`src/rtl/mult_div_ctrl.sv`:
```
// Mult/div sequencer: latches operands, pulses the selected unit, stalls the pipe and writes HI/LO.
// Optional WAIT-state abort is compiled in with `define MULT_DIV_TIMEOUT_EN.
module mult_div_ctrl #(
  parameter int DATA_WIDTH = 32,
  parameter int TIMEOUT    = 64,
  parameter int CNT_WIDTH  = 7
) (
  input  logic                      clk,
  input  logic                      rst,
  input  logic                      req_valid,
  input  logic [1:0]                req_op,
  input  logic [DATA_WIDTH-1:0]     operand_1,
  input  logic [DATA_WIDTH-1:0]     operand_2,
  input  logic                      flush,
  output logic                      mul_start,
  output logic                      div_start,
  output logic                      md_signed,
  output logic [DATA_WIDTH-1:0]     md_op_a,
  output logic [DATA_WIDTH-1:0]     md_op_b,
  input  logic                      mul_done,
  input  logic [2*DATA_WIDTH-1:0]   mul_result,
  input  logic                      div_done,
  input  logic [2*DATA_WIDTH-1:0]   div_result,
  output logic                      stall_request,
  output logic                      hilo_write_en,
  output logic [DATA_WIDTH-1:0]     hi_write_data,
  output logic [DATA_WIDTH-1:0]     lo_write_data,
  output logic                      busy,
  output logic                      timeout_err
);

  typedef enum logic [1:0] {
    S_IDLE  = 2'd0,
    S_WAIT  = 2'd1,
    S_DONE  = 2'd2,
    S_DRAIN = 2'd3
  } state_t;

  state_t                    state;
  logic                      sel_div;
  logic                      drain_done;
  logic                      sel_done;
  logic [2*DATA_WIDTH-1:0]   sel_result;
  logic                      div_by_zero;

  if (2**CNT_WIDTH <= TIMEOUT) begin : g_cnt_width_check
    $error("mult_div_ctrl: CNT_WIDTH too narrow for TIMEOUT");
  end

`ifdef MULT_DIV_TIMEOUT_EN
  logic [CNT_WIDTH-1:0] wait_cnt;
`else
  assign timeout_err = 1'b0;
`endif

  // Only the unit that was started may complete the operation.
  assign sel_done    = sel_div ? div_done   : mul_done;
  assign sel_result  = sel_div ? div_result : mul_result;
  assign div_by_zero = req_op[1] && (operand_2 == '0);

  assign busy          = (state != S_IDLE);
  assign stall_request = (state == S_IDLE && req_valid && !flush) ||
                         (state == S_WAIT) || (state == S_DRAIN);

  // NOTE: every register below uses <= so all of them update from the same pre-edge values.
  always_ff @(posedge clk or negedge rst) begin
    if (!rst) begin
      state         <= S_IDLE;
      sel_div       <= 1'b0;
      drain_done    <= 1'b0;
      mul_start     <= 1'b0;
      div_start     <= 1'b0;
      md_signed     <= 1'b0;
      md_op_a       <= '0;
      md_op_b       <= '0;
      hilo_write_en <= 1'b0;
      hi_write_data <= '0;
      lo_write_data <= '0;
`ifdef MULT_DIV_TIMEOUT_EN
      wait_cnt      <= '0;
      timeout_err   <= 1'b0;
`endif
    end else begin
      mul_start     <= 1'b0;
      div_start     <= 1'b0;
      hilo_write_en <= 1'b0;

      case (state)
        S_IDLE: begin
          if (req_valid && !flush) begin
            if (div_by_zero) begin
              state         <= S_DONE;
              hilo_write_en <= 1'b1;
              hi_write_data <= operand_1;
              lo_write_data <= '1;
            end else begin
              state     <= S_WAIT;
              md_op_a   <= operand_1;
              md_op_b   <= operand_2;
              md_signed <= ~req_op[0];
              sel_div   <= req_op[1];
              mul_start <= ~req_op[1];
              div_start <= req_op[1];
`ifdef MULT_DIV_TIMEOUT_EN
              wait_cnt  <= '0;
`endif
            end
          end
        end

        S_WAIT: begin
          if (flush) begin
            // A result landing with the flush is dropped but still ends the drain.
            state      <= S_DRAIN;
            drain_done <= sel_done;
          end else if (sel_done) begin
            state         <= S_DONE;
            hilo_write_en <= 1'b1;
            hi_write_data <= sel_result[2*DATA_WIDTH-1:DATA_WIDTH];
            lo_write_data <= sel_result[DATA_WIDTH-1:0];
          end
`ifdef MULT_DIV_TIMEOUT_EN
          else if (wait_cnt == CNT_WIDTH'(TIMEOUT - 1)) begin
            state       <= S_IDLE;
            timeout_err <= 1'b1;
          end else begin
            wait_cnt <= wait_cnt + 1'b1;
          end
`endif
        end

        S_DONE: begin
          state <= S_IDLE;
        end

        S_DRAIN: begin
          if (drain_done || sel_done) begin
            state      <= S_IDLE;
            drain_done <= 1'b0;
          end
        end

        default: state <= S_IDLE;
      endcase
    end
  end

endmodule

```
`config.mk`:
```
export PLATFORM = sky130hd
export DESIGN_NAME = mult_div_ctrl
export DESIGN_NICKNAME = d
export VERILOG_FILES = /design/src/rtl/mult_div_ctrl.sv
export SDC_FILE = /design/constraint.sdc
export NUM_CORES = 1
export LEC_CHECK = 0
export CAP_MARGIN = 0
export CORE_UTILIZATION = 25
export DETAILED_ROUTE_END_ITERATION = 7
export PLACE_DENSITY_LB_ADDON = 0.3
export SYNTH_ARGS = -nofsm -noshare
export SYNTH_HDL_FRONTEND = slang
export SYNTH_SLANG_ARGS = --single-unit
```
`constraint.sdc`:
```
create_clock -name clk -period 1.7 [get_ports clk]
set_input_delay 0.17 -clock clk [delete_from_list [all_inputs] [get_ports clk]]
set_output_delay 0.17 -clock clk [all_outputs]
set_load 0.01 [all_outputs]
```
; Word level (Yosys, flattened, before mapping)
; Index checks and enable logic that the tools add are counted.
[totals]
elab_cells = 73
inputBits = 200
reg_bits = 136
[op_classes]
bitwise = 3
eq_ne = 10
n_reduce_logical = 17
mux = 32
[ops]
columns = op, n
row1 = 2-to-1 mux 32 bit, 8
row2 = case mux 32 bit (2 select lines), 2
row3 = 2-to-1 mux 64 bit, 1
row4 = zero test 32 bit, 1
row5 = 2-to-1 mux 1 bit, 13
row6 = 2-to-1 mux 2 bit, 5
row7 = AND reduction 3 bit, 3
row8 = "!= test 2 bit, second input constant", 4
row9 = case mux 2 bit (4 select lines), 1
row10 = nonzero test 2 bit, 3
row11 = AND reduction 5 bit, 1
row12 = "== test 2 bit, second input constant", 2
row13 = logical AND 1 bit, 4
row14 = "!= test 2 x 1 -> 1 bit, second input constant", 2
row15 = case mux 1 bit (2 select lines), 2
row16 = logical OR 1 bit, 3
row17 = "!= test 3 bit, second input constant", 1
row18 = NOT 1 bit, 3
row19 = "== test 2 x 1 -> 1 bit, second input constant", 1
row20 = zero test 2 bit, 1
row21 = zero test 1 bit, 1

; Depth between registers and ports, before layout
; Gate-level depths: netlist (run 1).
[depth]
word_depth = 5
depth_mapped = 8
depth_no_buf = 4

; Worst setup path after synthesis (run 1)
; Ideal clock, no wire load.
[synth_timing]
path_type = reg-to-reg
start = register state[1]
end = register lo_write_data[26]
path_slack_ns = -0.090
stages_incl_launch_ff = 7
t_required_ns = 1.574
setup_ns = 0.126
synth_period_minus_slack_ns = 1.790
t_arrival_ns = 1.664
cell_sequence = dfrtp_1 nand2b_1 buf_2 or3_4 buf_6 buf_6 a221o_1
[synth_via]
elab_chain_len = 3
[synth_rtl]
columns = item, line
row1 = start: declaration, 39  ; state_t state;
row2 = start signal: assignment, 68  ; state <= S_IDLE;
row3 = start signal: assignment, 92  ; state <= S_DONE;
row4 = start signal: assignment, 97  ; state <= S_WAIT;
row5 = == test 2 x 1 -> 1 bit or zero test 2 bit (tied branches), 88  ; case (state)
row6 = "!= test 2 bit (no source line), or another cell as far along", n/a
row7 = AND reduction 5 bit (no source line), n/a
row8 = end signal: assignment, 120  ; lo_write_data <= sel_result[DATA_WIDTH-1:0];
row9 = end: declaration, 27  ; output logic [DATA_WIDTH-1:0] lo_write_data,
; Parallel ways exist; a longest one is shown, timed or not.
; A chain may end at the register's enable or synchronous reset.

; Worst setup path in the final report (run 1)
[layout_timing]
start = register state[0]
end = register md_op_b[30]
[layout_via]
elab_chain_len = 2
[layout_rtl]
columns = item, line
row1 = zero test 2 bit, 88
row2 = AND reduction 3 bit (no source line), n/a
row3 = end signal: assignment, 99  ; md_op_b <= operand_2;
row4 = end: declaration, 19  ; output logic [DATA_WIDTH-1:0] md_op_b,
; Every way passes these cells.

==> results of run 1 <==
routing by layer:
| metal | vias to the layer above | wire (um) |
|---|---|---|
| li1 | 3355 | - |
| met1 | 3605 | 13710 |
| met5 | - | 0 |
| met4 | 0 | 633 |
| met2 | 351 | 14390 |
| met3 | 37 | 2697 |
critical path, stage by stage (launching register included):
cell and delay [ns]:
dfrtp_2 0.46, nor2_2 0.14, nand3b_1 0.10, buf_6 0.14, a31o_4 0.26, buf_12 0.16, clkbuf_16 0.16, mux2_1 0.31
timing repair:
action,in CTS,in global routing
hold endpoints to repair,39,0
gates resized for setup,93,56
gates cloned,13,6
buffers inserted,18,3
pin swaps,10,21
hold buffers,1,0
endpoints found under the setup margin,134,133
power by group through the flow:
stage                     clock (mW)  sequential (mW)  combinational, mW
after floorplan                    0             5.80               3.83
after global placement             0             5.29               8.87
after detailed placement           0             5.33               8.93
after CTS                       4.17             5.32               10.0
after global routing            4.28             5.49               10.9
final                           4.04             5.33               10.3
sequential cells by signal, indices dropped and copies added (netlist names):
register and count:
div_start 1, drain_done 1, hi_write_data 32, hilo_write_en 1, lo_write_data 32, md_op_a 32, md_op_b 32, md_signed 1
mul_start 1, sel_div 1, state 2
cell usage in the layout, fill, tap and decap left out, types with 5 or more instances in the layout:
master             n
clkdlybuf4s50_1  312
dfrtp_1          134
mux2i_1           64
buf_4             46
nor2_1            36
and2_1            32
o211ai_1          32
a221o_1           32
nor4_1            31
mux2_4            26
a21oi_1           26
nand2_1           25
o2111ai_1         24
mux2_1            23
clkbuf_16         22
buf_12            22
a31oi_1           19
mux2_2            16
dlygate4sd2_1     12
buf_6             12
buf_16            10
a31oi_4            9
o2111ai_2          8
a21oi_2            7
dlymetal6s2s_1     6
nor4_4             5
nand2_2            5
inv_6              5
cell families after synthesis:
| family | after synthesis | synth area share [%] |
|---|---|---|
| other | 1 | 0.05115 |
| muxes | 130 | 18.91 |
| DFF | 136 | 46.42 |
| buffers and inverters | 81 | 5.974 |
| and+or+nand+nor | 156 | 11.11 |
| AOI/OAI and AO/OA | 172 | 17.53 |
path summary, 6_finish.rpt:
check / startpoint / end / slack [ns] / cells past startpoint
worst max register to register: state[0] / md_op_b[30] / -0.15 / 7
worst min register to register: md_op_a[6] / md_op_a[6] / 0.50 / 1
min in group asynchronous: rst / lo_write_data[7] / 0.26 / 2
worst min-delay path: operand_2[10] / md_op_b[10] / 0.04 / 2
max in group asynchronous: rst / lo_write_data[1] / 0.84 / 3
worst max-delay path: state[0] / md_op_b[30] / -0.15 / 7
area by class of cell:
class                      instances  area (um2)  share of cell area [%]
tap                              384       480.5                   3.626
clock buffer                      18       429.2                   3.239
inverter                           3       11.26                 0.08499
multi-input combinational        460        4044                   30.52
clock inverter                    14       186.4                   1.407
timing repair buffer             431        4690                   35.40
sequential                       136        3408                   25.72
==> results.sh, run 1 <==
export IMPL_fin_crit_sh_pct=109.0
export IMPL_fin_skew_ns=0.01284
export IMPL_vias=7348
export IMPL_critPathCaptureType="flop"
export IMPL_vdd_drop_max_mv=0.7388
export IMPL_finalCoreUtilization_pct=46.04
export IMPL_crit_arrival_ns=2.16
export IMPL_critPathMaxFanout=7
export IMPL_numCtsBuffers=17
export IMPL_wl_per_cell_um=21.74
export IMPL_antenna_left=0
export IMPL_clk_latency_ns=0.43
export IMPL_clockBufferDepth=2
export IMPL_use_met1_pct=26.25
export IMPL_intPower_mw=12.69
export IMPL_grt_start_max_net_pins=97
export IMPL_setup_slack_ns=-0.1530
export IMPL_tightest_slew_ns=0.5192
export IMPL_grt_antenna_before_repair=0
export IMPL_syn_nets=876
export IMPL_netSwitchingFraction_pct=35.37
export IMPL_diodes=0
export IMPL_rsz0062_at_grt="yes"
export IMPL_pwr_share_seq_pct=27.2
export IMPL_dieArea_mm2=0.03001
export IMPL_timing_fmax_ghz=0.5397
export IMPL_yosysWarnings=0
export IMPL_max_slew_margin_pct=65.07
export IMPL_drive_gt1_share_pct=22.13
export IMPL_avgSynthCellArea_um2=10.84
export IMPL_synth_area_leaders="dfrtp_1 46%, mux2i_1 8.7%, mux2_1 7.5%"
export IMPL_hold_violations=0
export IMPL_rows=62
export IMPL_ys_seq_area_share_pct=46.42
export IMPL_grt_usage_pct=20.47
export IMPL_grt_pass1_vias=7716
export IMPL_drv_slew=0
export IMPL_portBuffers=333
export IMPL_fin_cells=1446
export IMPL_fp_dieW_um=173.2
export IMPL_die_h_um=173.2
export IMPL_wl_um=31430
export IMPL_drv_cap=0
export IMPL_ctsRootBufferMaster="clkbuf_16"
export IMPL_busiest_layer="met2"
export IMPL_cts_max_level=4
export IMPL_syn_to_final_growth_pct=80.73
export IMPL_fin_setup_tns_ns=-12.12
export IMPL_p_leak_nw=5.584
export IMPL_cp_start_kind="flop"
export IMPL_power_density_mw_per_mm2=1482
export IMPL_vias_per_cell=5.082
export IMPL_met3_usage_pct=6.711
export IMPL_min_period_ns=1.853
export IMPL_synth_edff_count=0
export IMPL_ys_ff_latch=136
export IMPL_grt_use_met2_pct=32.54
export IMPL_pwr_share_comb_pct=52.3
export IMPL_crit_type="reg -> reg"
export IMPL_grt_pass1_wl_um=47140
export IMPL_holdWs_ns=0.03598
export IMPL_synth_area_mm2=0.007331
export IMPL_synth_most_common_cell="dfrtp_1"
export IMPL_start_util_pct=25.47
export IMPL_synth_ff_type="dfrtp_1"
export IMPL_gp_congestion=0.7683
export IMPL_cts_tree="done"
export IMPL_drc=0
export IMPL_dpl_hpwl_um=19850
export IMPL_hold_path_class="in -> reg"
export IMPL_p_total_mw=19.63
export IMPL_required_ns=2.01
export IMPL_switchingPower_mw=6.945
export IMPL_clk_pin_slew_ns=0.07
export IMPL_num_io_pins=335
export IMPL_violations="setup timing"
export IMPL_yosysTopAreaCell="dfrtp_1"
export IMPL_nNetsFinal=1249
export IMPL_clock_sinks=136
export IMPL_status="finished with violations"
export IMPL_final_cell_area_mm2=0.01325
export IMPL_n_fill_cell=2650
export IMPL_core_area_mm2=0.02878
export IMPL_placedCellCount=1378
export IMPL_initialDrtViolationCount=499
export IMPL_finalSetupViolations=129
export IMPL_p_clk_share_pct=20.6
export IMPL_placed_cell_area_mm2=0.01144
export IMPL_dp_slack_ns=-0.6886
export IMPL_async_reset_ff_share_pct=100.0
export IMPL_syn_inst=676
export IMPL_synthDominantCellAreaShare_pct=46.42
export IMPL_synth_common_cells="136 x dfrtp_1, 64 x mux2i_1, 49 x mux2_1, 40 x nor4_1, 38 x nor2_1"
export IMPL_synth_cell_types=38
export IMPL_overflow=0
export IMPL_dr_pass1_iters=5
Note: power is estimated with default switching activity, not from simulation.
==> run 2: changes to the inputs <==
--- a/config.mk
+++ b/config.mk
@@ -9,6 +9,7 @@
 export CORE_UTILIZATION = 25
 export DETAILED_ROUTE_END_ITERATION = 7
 export PLACE_DENSITY_LB_ADDON = 0.3
+export SKIP_LAST_GASP = 1
 export SYNTH_ARGS = -nofsm -noshare
 export SYNTH_HDL_FRONTEND = slang
 export SYNTH_SLANG_ARGS = --single-unit
==> run 2 against run 1 <==
Compared with the run above: the run still ends with setup timing left; sequential cell count did not move; via count up 0.30%; largest power group unchanged; register-to-register slack hardly changed; clock skew is 0.0010 ns higher; final cell count increased by 0.21%; worst hold slack got worse by 0.010 ns; die area unchanged.
==> results.sh, run 2 (synthesis results as in run 1) <==
export IMPL_n_fill_cell=2655
export IMPL_clk_latency_ns=0.43
export IMPL_overflow=0
export IMPL_status="finished with violations"
export IMPL_dr_pass1_iters=4
export IMPL_cts_max_level=4
export IMPL_vias=7370
export IMPL_portBuffers=333
export IMPL_critPathCaptureType="flop"
export IMPL_timing_fmax_ghz=0.5414
export IMPL_rows=62
export IMPL_p_leak_nw=5.581
export IMPL_path_delay_family="flip-flops"
export IMPL_numCtsBuffers=17
export IMPL_num_io_pins=335
export IMPL_required_ns=1.99
export IMPL_mostFrequentLayoutCell="clkdlybuf4s50_1"
export IMPL_gp_congestion=0.7683
export IMPL_pwr_share_seq_pct=27.3
export IMPL_crit_buf_inv=1
export IMPL_p_clk_share_pct=20.8
export IMPL_wl_met3_um=2753
export IMPL_crit_chain="mux2i_4 > or3_4 > buf_16 > a221o_1"
export IMPL_wl_met1_um=13600
export IMPL_power_density_mw_per_mm2=1471
export IMPL_grt_pass1_wl_um=46920
export IMPL_grt_usage_pct=20.39
export IMPL_cp_slowest_cell="dfrtp_4"
export IMPL_grt_pass1_vias=7719
export IMPL_violations="setup timing"
export IMPL_setup_slack_ns=-0.1472
export IMPL_wl_met2_um=14640
export IMPL_tightest_slew_ns=0.5529
export IMPL_antenna_left=0
export IMPL_cp_start_kind="flop"
export IMPL_wl_um=31640
export IMPL_cts_tree="done"
export IMPL_clk_pin_slew_ns=0.07
export IMPL_finalSetupViolations=130
export IMPL_core_area_mm2=0.02878
export IMPL_slowest_delay_ns=0.49
export IMPL_dpl_hpwl_um=19850
export IMPL_crit_type="reg -> reg"
export IMPL_clock_sinks=136
export IMPL_grt_start_max_net_pins=97
export IMPL_drv_cap=0
export IMPL_fin_crit_sh_pct=108.7
export IMPL_intPower_mw=12.61
export IMPL_max_slew_margin_pct=62.80
export IMPL_initialDrtViolationCount=435
export IMPL_critPathMaxFanout=32
export IMPL_nNetsFinal=1252
export IMPL_rsz0062_at_grt="yes"
export IMPL_hold_path_class="in -> reg"
export IMPL_grt_antenna_before_repair=0
export IMPL_min_period_ns=1.847
export IMPL_drv_slew=0
export IMPL_dieArea_mm2=0.03001
export IMPL_vias_per_cell=5.086
export IMPL_drive_gt1_share_pct=20.19
export IMPL_clockBufferDepth=2
export IMPL_pwr_share_comb_pct=52.0
export IMPL_crit_arrival_ns=2.14
export IMPL_hold_violations=0
export IMPL_syn_to_final_growth_pct=80.99
export IMPL_die_h_um=173.2
export IMPL_diodes=0
export IMPL_layout_common_cells="316 x clkdlybuf4s50_1, 134 x dfrtp_1, 64 x mux2i_1"
export IMPL_netSwitchingFraction_pct=35.39
export IMPL_switchingPower_mw=6.907
export IMPL_vdd_drop_max_mv=0.7352
export IMPL_wl_per_cell_um=21.83
export IMPL_ctsRootBufferMaster="clkbuf_16"
export IMPL_finalCoreUtilization_pct=46.10
export IMPL_fin_setup_tns_ns=-13.27
export IMPL_start_util_pct=25.47
export IMPL_fin_skew_ns=0.01385
export IMPL_fp_dieW_um=173.2
export IMPL_dr_max_layer_used="met4"
export IMPL_drc=0
-- run 2: cell types whose count changed in the layout (fill, tap and decap cells not counted), sizes merged --
cell           previous run  this run
buf                      95        97
clkbuf                   23        24
clkdlybuf4s50           312       316
dlygate4sd2              12         4
dlymetal6s2s              6        10
-- run 2: per-layer routing --
layer  global-route usage [%]  vias to the layer above
met3                    6.601                       39
met2                    32.51                      358
met4                    6.342                        0
met1                    26.14                     3618
li1                         -                     3355
met5                        0                        -
-- run 2: path summary, 6_finish.rpt --
check | from | endpoint | slack (ns) | cells past startpoint
worst max-delay path | sel_div | lo_write_data[20] | -0.15 | 4
worst min-delay path | operand_2[25] | md_op_b[25] | 0.03 | 2
worst max register to register | sel_div | lo_write_data[20] | -0.15 | 4
worst min register to register | md_op_a[15] | md_op_a[15] | 0.49 | 1
max in group asynchronous | rst | lo_write_data[1] | 0.85 | 3
min in group asynchronous | rst | lo_write_data[7] | 0.26 | 2
-- run 2: metrics by stage --
stage | setup WS [ns] | cells | area (um2) | power, mW | hold WS (ns)
3_3_place_gp | -0.6465 | 1378 | 11440 | 14.16 | 0.1548
2_1_floorplan | -0.07876 | 676 | 7335 | 9.633 | -0.1256
3_5_place_dp | -0.6886 | 1378 | 11440 | 14.26 | 0.1583
5_1_grt | -0.2173 | 1449 | 13270 | 20.56 | 0.03080
6_report | -0.1472 | 1449 | 13270 | 19.52 | 0.02600
4_1_cts | -0.1305 | 1441 | 12810 | 19.32 | 0.1628
-- run 2: layout make-up --
| type | instances | area, um2 | area share (%) |
|---|---|---|---|
| clock buffer | 18 | 429.2 | 3.235 |
| clock inverter | 14 | 186.4 | 1.405 |
| inverter | 3 | 11.26 | 0.08487 |
| multi-input combinational | 460 | 3980 | 30.00 |
| sequential | 136 | 3408 | 25.69 |
| tap | 384 | 480.5 | 3.621 |
| timing repair buffer | 434 | 4772 | 35.97 |
-- run 2: repair_timing --
item / CTS / global route
hold endpoints to repair: 39 / 0
pin swaps: 8 / 53
hold buffers: 1 / 0
cloned: 13 / 7
endpoints found under the setup margin: 134 / 134
resized for setup: 64 / 59
setup buffers: 18 / 4
-- run 2: power groups by stage --
stage                     sequential, mW  combinational (mW)  clock (mW)
after floorplan                     5.80                3.83           0
after CTS                           5.31                9.84        4.17
after global routing                5.48                10.8        4.28
final                               5.32                10.1        4.05
after detailed placement            5.33                8.93           0
after global placement              5.29                8.87           0
-- run 2: worst reg2reg max path: stages (launching register included) --
cell,delay (ns)
dfrtp_4,0.49
mux2i_4,0.20
or3_4,0.44
buf_16,0.22
a221o_1,0.37
==> run 3: changes to the inputs <==
--- a/config.mk
+++ b/config.mk
@@ -6,7 +6,8 @@
 export NUM_CORES = 1
 export LEC_CHECK = 0
 export CAP_MARGIN = 0
-export CORE_UTILIZATION = 25
+export CORE_MARGIN = 3
+export CORE_UTILIZATION = 38
 export DETAILED_ROUTE_END_ITERATION = 7
 export PLACE_DENSITY_LB_ADDON = 0.3
 export SKIP_LAST_GASP = 1
==> run 3 against run 2 <==
Compared with the run above: the run still ends with setup timing left; final cell count is 9.2% lower; non-clock buffer count down 10; fmax is 0.24% higher; via count decreased by 2.7%; register-to-register slack about the same; sequential power hardly changed; worst setup slack improved by 0.0043 ns; clock-buffer cell count up 1; largest cell class unchanged; largest power group unchanged; highest routed layer unchanged.
==> results.sh, run 3 (synthesis results as in run 1) <==
export IMPL_clock_sinks=136
export IMPL_timing_fmax_ghz=0.5426
export IMPL_power_density_mw_per_mm2=1480
export IMPL_cts_max_level=4
export IMPL_start_util_pct=38.93
export IMPL_nNetsFinal=1241
export IMPL_p_clk_share_pct=19.9
export IMPL_dpl_hpwl_um=17980
export IMPL_num_io_pins=335
export IMPL_violations="setup timing"
export IMPL_dr_pass1_iters=4
export IMPL_grt_usage_pct=22.94
export IMPL_n_fill_cell=1521
export IMPL_critPathMaxFanout=65
export IMPL_portBuffers=333
export IMPL_grt_pass1_wl_um=37830
export IMPL_dp_slack_ns=-0.7301
export IMPL_status="finished with violations"
export IMPL_switchingPower_mw=6.293
export IMPL_drive_gt1_share_pct=18.41
export IMPL_min_period_ns=1.843
export IMPL_crit_arrival_ns=2.12
export IMPL_grt_pass1_vias=6961
export IMPL_drv_cap=0
export IMPL_intPower_mw=12.21
export IMPL_netSwitchingFraction_pct=34.02
export IMPL_wl_um=26180
export IMPL_grt_start_max_net_pins=97
export IMPL_syn_to_final_growth_pct=70.54
export IMPL_crit_type="reg -> reg"
export IMPL_drv_slew=0
export IMPL_fin_skew_ns=0.01073
export IMPL_vias_per_cell=5.456
export IMPL_clk_pin_slew_ns=0.06
export IMPL_critPathCaptureType="flop"
export IMPL_fin_crit_sh_pct=108.4
export IMPL_cts_tree="done"
export IMPL_p_leak_nw=5.385
export IMPL_mostFrequentLayoutCell="clkdlybuf4s50_1"
export IMPL_layout_common_cells="303 x clkdlybuf4s50_1, 133 x dfrtp_1, 64 x mux2i_1"
export IMPL_clockBufferDepth=2
export IMPL_fp_dieW_um=144.9
export IMPL_rsz0062_at_grt="yes"
export IMPL_grt_antenna_before_repair=1
export IMPL_setup_slack_ns=-0.1429
export IMPL_dieArea_mm2=0.02099
export IMPL_antenna_left=0
export IMPL_overflow=0
export IMPL_gp_congestion=0.8238
export IMPL_fin_setup_tns_ns=-8.932
export IMPL_pwr_share_seq_pct=28.7
export IMPL_cp_start_kind="flop"
export IMPL_vias=7174
export IMPL_drc=0
export IMPL_wl_per_cell_um=19.90
export IMPL_vdd_drop_max_mv=1.141
export IMPL_numCtsBuffers=17
export IMPL_die_h_um=144.9
export IMPL_hold_violations=0
export IMPL_pwr_share_comb_pct=51.4
export IMPL_clk_latency_ns=0.41
export IMPL_hold_path_class="in -> reg"
export IMPL_finalSetupViolations=121
export IMPL_required_ns=1.98
export IMPL_ctsRootBufferMaster="clkbuf_16"
export IMPL_rows=50
export IMPL_initialDrtViolationCount=416
export IMPL_core_area_mm2=0.01883
[run 3: through the flow]
stage | total power [mW] | hold WS (ns) | instance area, um2 | cells | util [%]
global route | 19.51 | 0.1527 | 12500 | 1315 | 66.39
global placement | 13.96 | 0.09705 | 11270 | 1252 | 59.85
floorplan | 9.633 | -0.1256 | 7335 | 676 | -
CTS | 18.26 | 0.1368 | 12160 | 1300 | 64.58
finish | 18.50 | 0.1523 | 12500 | 1315 | 66.39
detailed placement | 14.12 | 0.09888 | 11270 | 1252 | 59.85
[run 3: per-layer routing]
metal / global-route usage [%] / share of wire [%] / vias up
li1: - / - / 3325
met1: 28.56 / 38 / 3500
met3: 5.127 / 7.8 / 34
met5: 0 / 0 / -
met2: 39.66 / 52 / 315
met4: 7.266 / 2.2 / 0
[run 3: final timing paths]
check                                    end          start  slack, ns  cells after the start
setup / recovery            hi_write_data[5]        sel_div      -0.14                      5
hold / removal                   md_op_b[22]  operand_2[22]       0.15                      2
setup reg to reg            hi_write_data[5]        sel_div      -0.14                      5
hold reg to reg                  md_op_a[24]    md_op_a[24]       0.49                      1
max in group asynchronous  lo_write_data[12]            rst       0.90                      3
min in group asynchronous  hi_write_data[20]            rst       0.23                      2
[run 3: area by class of cell]
cell class	instances	area, um2	area share, %
Antenna cell	1	2.502	0.02002
Tap cell	260	325.3	2.602
Clock buffer	19	442.9	3.543
Inverter	3	11.26	0.09007
Sequential cell	136	3410	27.27
Clock inverter	13	145.1	1.161
Timing Repair Buffer	424	4438	35.50
Multi-Input combinational cell	459	3727	29.81
[run 3: power by group through the flow]
stage	combinational, mW	clock, mW	sequential, mW
2_1_floorplan	3.83	0	5.80
3_3_place_gp	8.70	0	5.26
5_1_grt	10.1	3.90	5.48
4_1_cts	9.22	3.76	5.28
3_5_place_dp	8.81	0	5.32
6_report	9.51	3.68	5.31
[run 3: critical path: stages (launching register included)]
cell and delay (ns):
dfrtp_4 0.51, mux2i_4 0.19, or3_4 0.40, buf_12 0.21
a31oi_1 0.24, o211ai_1 0.11
[run 3: what timing repair did]
action | CTS | global route
hold endpoints to repair | 29 | 0
pin swaps | 14 | 10
gates cloned | 2 | 8
hold buffers | 1 | 0
setup buffers | 13 | 6
endpoints found under the setup margin | 133 | 134
gates resized for setup | 70 | 32
